===== config.mk =====
export PLATFORM = sky130hd
export DESIGN_NAME = inst_word_encoder
export DESIGN_NICKNAME = d
export VERILOG_FILES = /design/src/rtl/inst_word_encoder.sv
export SDC_FILE = /design/constraint.sdc
export NUM_CORES = 1
export LEC_CHECK = 0
export CAP_MARGIN = 20
export CELL_PAD_IN_SITES_DETAIL_PLACEMENT = 1
export CELL_PAD_IN_SITES_GLOBAL_PLACEMENT = 1
export CORE_ASPECT_RATIO = 1.4
export CORE_MARGIN = 2
export CORE_UTILIZATION = 47
export CTS_CLUSTER_DIAMETER = 100
export CTS_CLUSTER_SIZE = 8
export DETAILED_ROUTE_END_ITERATION = 10
export PLACE_DENSITY_LB_ADDON = 0.1
export SYNTH_ARGS = -nofsm -noshare
export SYNTH_HDL_FRONTEND = slang
export SYNTH_SLANG_ARGS = --single-unit

===== constraint.sdc =====
create_clock -name clk -period 2.6 [get_ports clk]
set_input_delay 0.52 -clock clk [delete_from_list [all_inputs] [get_ports clk]]
set_output_delay 0.52 -clock clk [all_outputs]
set_load 0.03 [all_outputs]

===== src/rtl/inst_word_encoder.sv =====
// Issue-side instruction word encoder: encodes compact commands into
// 32-bit words, buffers them in a FIFO and supports a repeat command.
module inst_word_encoder #(
  parameter int DEPTH = 4,
  parameter int CNT_W = 8
) (
  input  logic             clk,
  input  logic             reset,
  input  logic             io_cmd_valid,
  output logic             io_cmd_ready,
  input  logic [1:0]       io_cmd_op,
  input  logic [31:0]      io_cmd_raw,
  input  logic [3:0]       io_cmd_count,
  output logic             io_inst_valid,
  input  logic             io_inst_ready,
  output logic [31:0]      io_inst_bits,
  output logic [CNT_W-1:0] io_issued,
  output logic             io_busy
);

  localparam int AW = (DEPTH > 1) ? $clog2(DEPTH) : 1;
  localparam logic [AW:0] FULL_CNT = (AW+1)'(DEPTH);
  localparam logic [31:0] WORD_A = 32'h0000257b;
  localparam logic [31:0] WORD_B = 32'h0000277b;

  typedef enum logic {
    S_IDLE,
    S_REPEAT
  } state_t;

  state_t        state, state_n;
  logic [3:0]    rem, rem_n;
  logic [31:0]   last_word, last_n;
  logic [31:0]   enc_word;
  logic [31:0]   push_word;
  logic          push, pop, full, empty;
  logic [AW-1:0] wr_ptr, rd_ptr;
  logic [AW:0]   count;
  logic [31:0]   mem [DEPTH];

  assign full  = (count == FULL_CNT);
  assign empty = (count == '0);
  assign pop   = !empty && io_inst_ready;

  assign io_inst_valid = !empty;
  assign io_inst_bits  = empty ? 32'h0 : mem[rd_ptr];
  assign io_busy       = (state != S_IDLE) || !empty;

  always_comb begin
    enc_word = io_cmd_raw;
    unique case (io_cmd_op)
      2'd0:    enc_word = WORD_A;
      2'd1:    enc_word = WORD_B;
      default: enc_word = io_cmd_raw;
    endcase
  end

  always_comb begin
    state_n      = state;
    rem_n        = rem;
    last_n       = last_word;
    push         = 1'b0;
    push_word    = last_word;
    io_cmd_ready = 1'b0;
    unique case (state)
      S_IDLE: begin
        io_cmd_ready = !full;
        if (io_cmd_valid && !full) begin
          push = 1'b1;
          if (io_cmd_op == 2'd3) begin
            rem_n = io_cmd_count;
            if (io_cmd_count != 4'd0)
              state_n = S_REPEAT;
          end else begin
            push_word = enc_word;
            last_n    = enc_word;
          end
        end
      end
      S_REPEAT: begin
        if (!full) begin
          push  = 1'b1;
          rem_n = rem - 4'd1;
          if (rem == 4'd1)
            state_n = S_IDLE;
        end
      end
      default: state_n = S_IDLE;
    endcase
  end

  always_ff @(posedge clk or posedge reset) begin
    if (reset) begin
      state     <= S_IDLE;
      rem       <= 4'd0;
      last_word <= WORD_A;
    end else begin
      state     <= state_n;
      rem       <= rem_n;
      last_word <= last_n;
    end
  end

  // Storage needs no reset; validity is governed by count.
  always_ff @(posedge clk) begin
    if (push)
      mem[wr_ptr] <= push_word;
  end

  always_ff @(posedge clk or posedge reset) begin
    if (reset) begin
      wr_ptr    <= '0;
      rd_ptr    <= '0;
      count     <= '0;
      io_issued <= '0;
    end else begin
      if (push)
        wr_ptr <= wr_ptr + AW'(1);
      if (pop) begin
        rd_ptr    <= rd_ptr + AW'(1);
        io_issued <= io_issued + CNT_W'(1);
      end
      unique case ({push, pop})
        2'b10:   count <= count + (AW+1)'(1);
        2'b01:   count <= count - (AW+1)'(1);
        default: count <= count;
      endcase
    end
  end

endmodule


==> reports/results.ini <==
[final_layout]
fill_cells = 1467
nets = 642
postLayoutCellArea_um2 = 9260
fin_util_pct = 59.6
multi_input_area_um2 = 2140
seqCellArea_um2 = 5160
area_growth_pct = 24.0
n_antenna_cell = 0
drive_gt1_share_pct = 25.8

[sta]
period_share_pct = 97.2
skew_ns = 0.0119
hold_slack_ns = 0.480
setup-violations-final = 0
tightestPinTransition_ns = 0.542
tns_ns = 0
rsz0062_at_grt = no
max_freq_mhz = 396
slew_viol_final = 0
min_period_ns = 2.53
final_hold_viol_count = 0
maxSlewHeadroom_pct = 63.6

[routing]
wirelength_um = 17900
drc = 0
antenna_left = 0
num_vias = 4457
viasPerCell = 5.57
wire_per_inst_um = 22.4
drt_iter0_drc = 229
first_pass_iters = 5

[critical_path]
crit_type = reg -> out
critPathArrivalTime_ns = 2.01
max_stage_delay_ns = 0.60
cp_cell_sequence = buf_12, mux4_2, and2_1, buf_4
critPathLaunchType = flop
path_depth = 4
crit_path_top_delay_cell = dfrtp_1
crit_buf_inv = 2
required_ns = 2.08
critical-path-top-delay-family = flip-flops
critPathMaxFanout = 27
worst_r2r_path_depth = 5
cp-end-kind = output port

[synthesis]
synth_compound_area_share_pct = 1.68
synth_warnings = 0
async_flop_share_pct = 28.9
netlist_area_um2 = 7470
synthMuxAreaShare_pct = 9.93
synth_top_family_by_area = simple AND/OR/NAND/NOR gates
synth.avg_cell_area_um2 = 15.3
yosysUniqueCellTypes = 45
synth_edf_count = 128
synth_nets = 540
synthAdderAreaFrac_pct = 1.61
synth_seq_area_share_pct = 69.0
syn_inst = 489
synth-seq-cells = 180
synth-xor-area-share_pct = 1.52
yosys.area_share.simple_pct = 13.7
synth_ff_type = edfxtp_1

[die]
core_um2 = 15500
die_w_um = 111
fp-row-count = 54
ioPinCount = 85
die-height_um = 153
start_util_pct = 48.1
fp.dieArea_um2 = 16900

[clocking]
clock_sinks = 180
cts_made_buffers = 17
clockRootBuffer = clkbuf_16
cts_buffer_depth = 2
clk_latency_ns = 0.43
cts_tree = yes
cts-htree-levels = 4
clk_pin_slew_ns = 0.07

[placed_design]
gp_congestion = 0.769
place_hpwl_um = 11500
io_buffers = 84
dpl_cell_area_um2 = 8620

[power]
p_clk_share_pct = 18.9
seq_power_share_pct = 39.1
combPwrFrac_pct = 42.0
p_leak_uw = 0.00343
p_int_uw = 8750
p_sw_share_pct = 37.3
power.density_nw_per_um2 = 1510
ir_drop_v = 0.000827
netSwitchingPower_uw = 5190

[global_routing]
overflow = 0
antenna_found_initial = 0
track_usage_pct = 22.2
grt_max_degree = 53
grt_pass1_wl_um = 28400
grt_pass1_vias = 5087

[run_status]
outcome = finished clean

[run]
maxCapViolations = 0

[worst_hold_path]
min_path_type = in -> async

-- metrics by stage --
stage                     std cells  setup slack (ns)  power (uW)
after floorplan                 489             0.507        9070
after global placement          767             0.283       11100
after detailed placement        767             0.225       11400
after CTS                       800            0.0347       14100
after global routing            800           0.00247       14700
final                           800            0.0723       13900
-- registers in the layout, indices dropped and copies added, names as in the netlist --
| signal | flops |
|---|---|
| rem | 4 |
| last_word | 32 |
| count | 3 |
| wr_ptr | 2 |
| mem | 128 |
| state | 1 |
| io_issued | 8 |
| rd_ptr | 2 |
-- worst reg2reg max path: stages (launching register included) --
cell	delay (ns)
dfrtp_1	0.45
or3b_1	0.53
nand3b_2	0.16
buf_4	0.26
nor3_1	0.09
nor3_1	0.44
-- synthesized netlist by cell type (2+ instances only) --
cell | number | area share [%]
a21oi_1 | 6 | 0.40
nor2_1 | 27 | 1.4
dfstp_2 | 9 | 3.2
nor3_1 | 10 | 0.67
ha_1 | 8 | 1.3
nand3_1 | 46 | 3.1
inv_1 | 11 | 0.55
buf_2 | 8 | 0.54
buf_4 | 6 | 0.60
nand4_1 | 3 | 0.25
dfrtp_1 | 43 | 14
and2_1 | 37 | 3.1
and3_1 | 2 | 0.17
nand2_1 | 50 | 2.5
nor3_2 | 8 | 1.1
nor3b_2 | 2 | 0.33
xnor2_1 | 9 | 1.1
edfxtp_1 | 128 | 51
mux4_2 | 32 | 9.6
o21ai_0 | 2 | 0.13
a41oi_1 | 3 | 0.35
or3_1 | 2 | 0.17
xor2_1 | 4 | 0.47
clkbuf_1 | 12 | 0.60
-- routing by layer --
| metal | vias to the layer above | GRT usage (%) | share of wire [%] |
|---|---|---|---|
| li1 | 2006 | - | - |
| met3 | 16 | 3.49 | 3.9 |
| met1 | 2316 | 25.9 | 38 |
| met2 | 119 | 42.0 | 57 |
| met4 | 0 | 6.55 | 1.6 |
| met5 | - | 0 | 0 |
-- logic make-up after synthesis --
kind of cell	Yosys count
compound gates	18
xor+xnor	13
fa+ha+maj	9
buf+inv	39
flops	180
mux	34
simple gates	196
-- cell usage in the layout, fill, tap and decap left out, drive strengths merged, types with 2 or more instances in the layout --
cell type and instances:
and2 37, xor2 4, clkdlybuf4s50 50, clkbuf 18
ha 8, nor2 27, dfrtp 43, and3 3
nor3b 2, xnor2 9, nor3 18, clkinv 5
mux4 32, a21oi 6, inv 19, edfxtp 128
buf 61, o21ai 3, a41oi 3, or3 2
nand4 3, o221a 2, nand2 50, nand3 46
dfstp 9
-- power groups by stage --
stage / Clock, uW / Combinational [uW] / Sequential [uW]
after floorplan: 0 / 3740 / 5330
after global placement: 0 / 5710 / 5360
after detailed placement: 0 / 5890 / 5520
after CTS: 2680 / 5970 / 5470
after global routing: 2800 / 6290 / 5590
final: 2640 / 5860 / 5450
-- layout make-up --
| type | instances | share of cell area (%) |
|---|---|---|
| clock buffers | 18 | 4.74 |
| flip-flops and latches | 180 | 55.7 |
| well taps | 196 | 2.65 |
| inverters | 11 | 0.446 |
| clock inverters | 14 | 1.99 |
| multi-input cells | 270 | 23.1 |
| repair buffers | 111 | 11.3 |
-- final timing paths --
check / start / end / slack (ns)
setup / recovery: rd_ptr[1]$_DFFE_PP0P_ / io_inst_bits[16] / 0.07
hold / removal: reset / io_issued[1]$_DFFE_PP0P_ / 0.48
setup reg to reg: count[0]$_DFFE_PP0P_ / mem[3][0]$_DFFE_PP_ / 0.40
hold reg to reg: io_issued[7]$_DFFE_PP0P_ / io_issued[7]$_DFFE_PP0P_ / 0.48
max in group asynchronous: reset / last_word[13]$_DFF_PP1_ / 1.81
min in group clk: io_issued[7]$_DFFE_PP0P_ / io_issued[7]$_DFFE_PP0P_ / 0.48
-- what timing repair did --
item	4_1_cts	5_1_grt
hold buffers	0	0
cloned	0	0
resized for setup	1	1
setup buffers	1	0
endpoints found under the hold margin	0	0
setup endpoints to repair	27	1
Power figures use the tool's default switching activity.
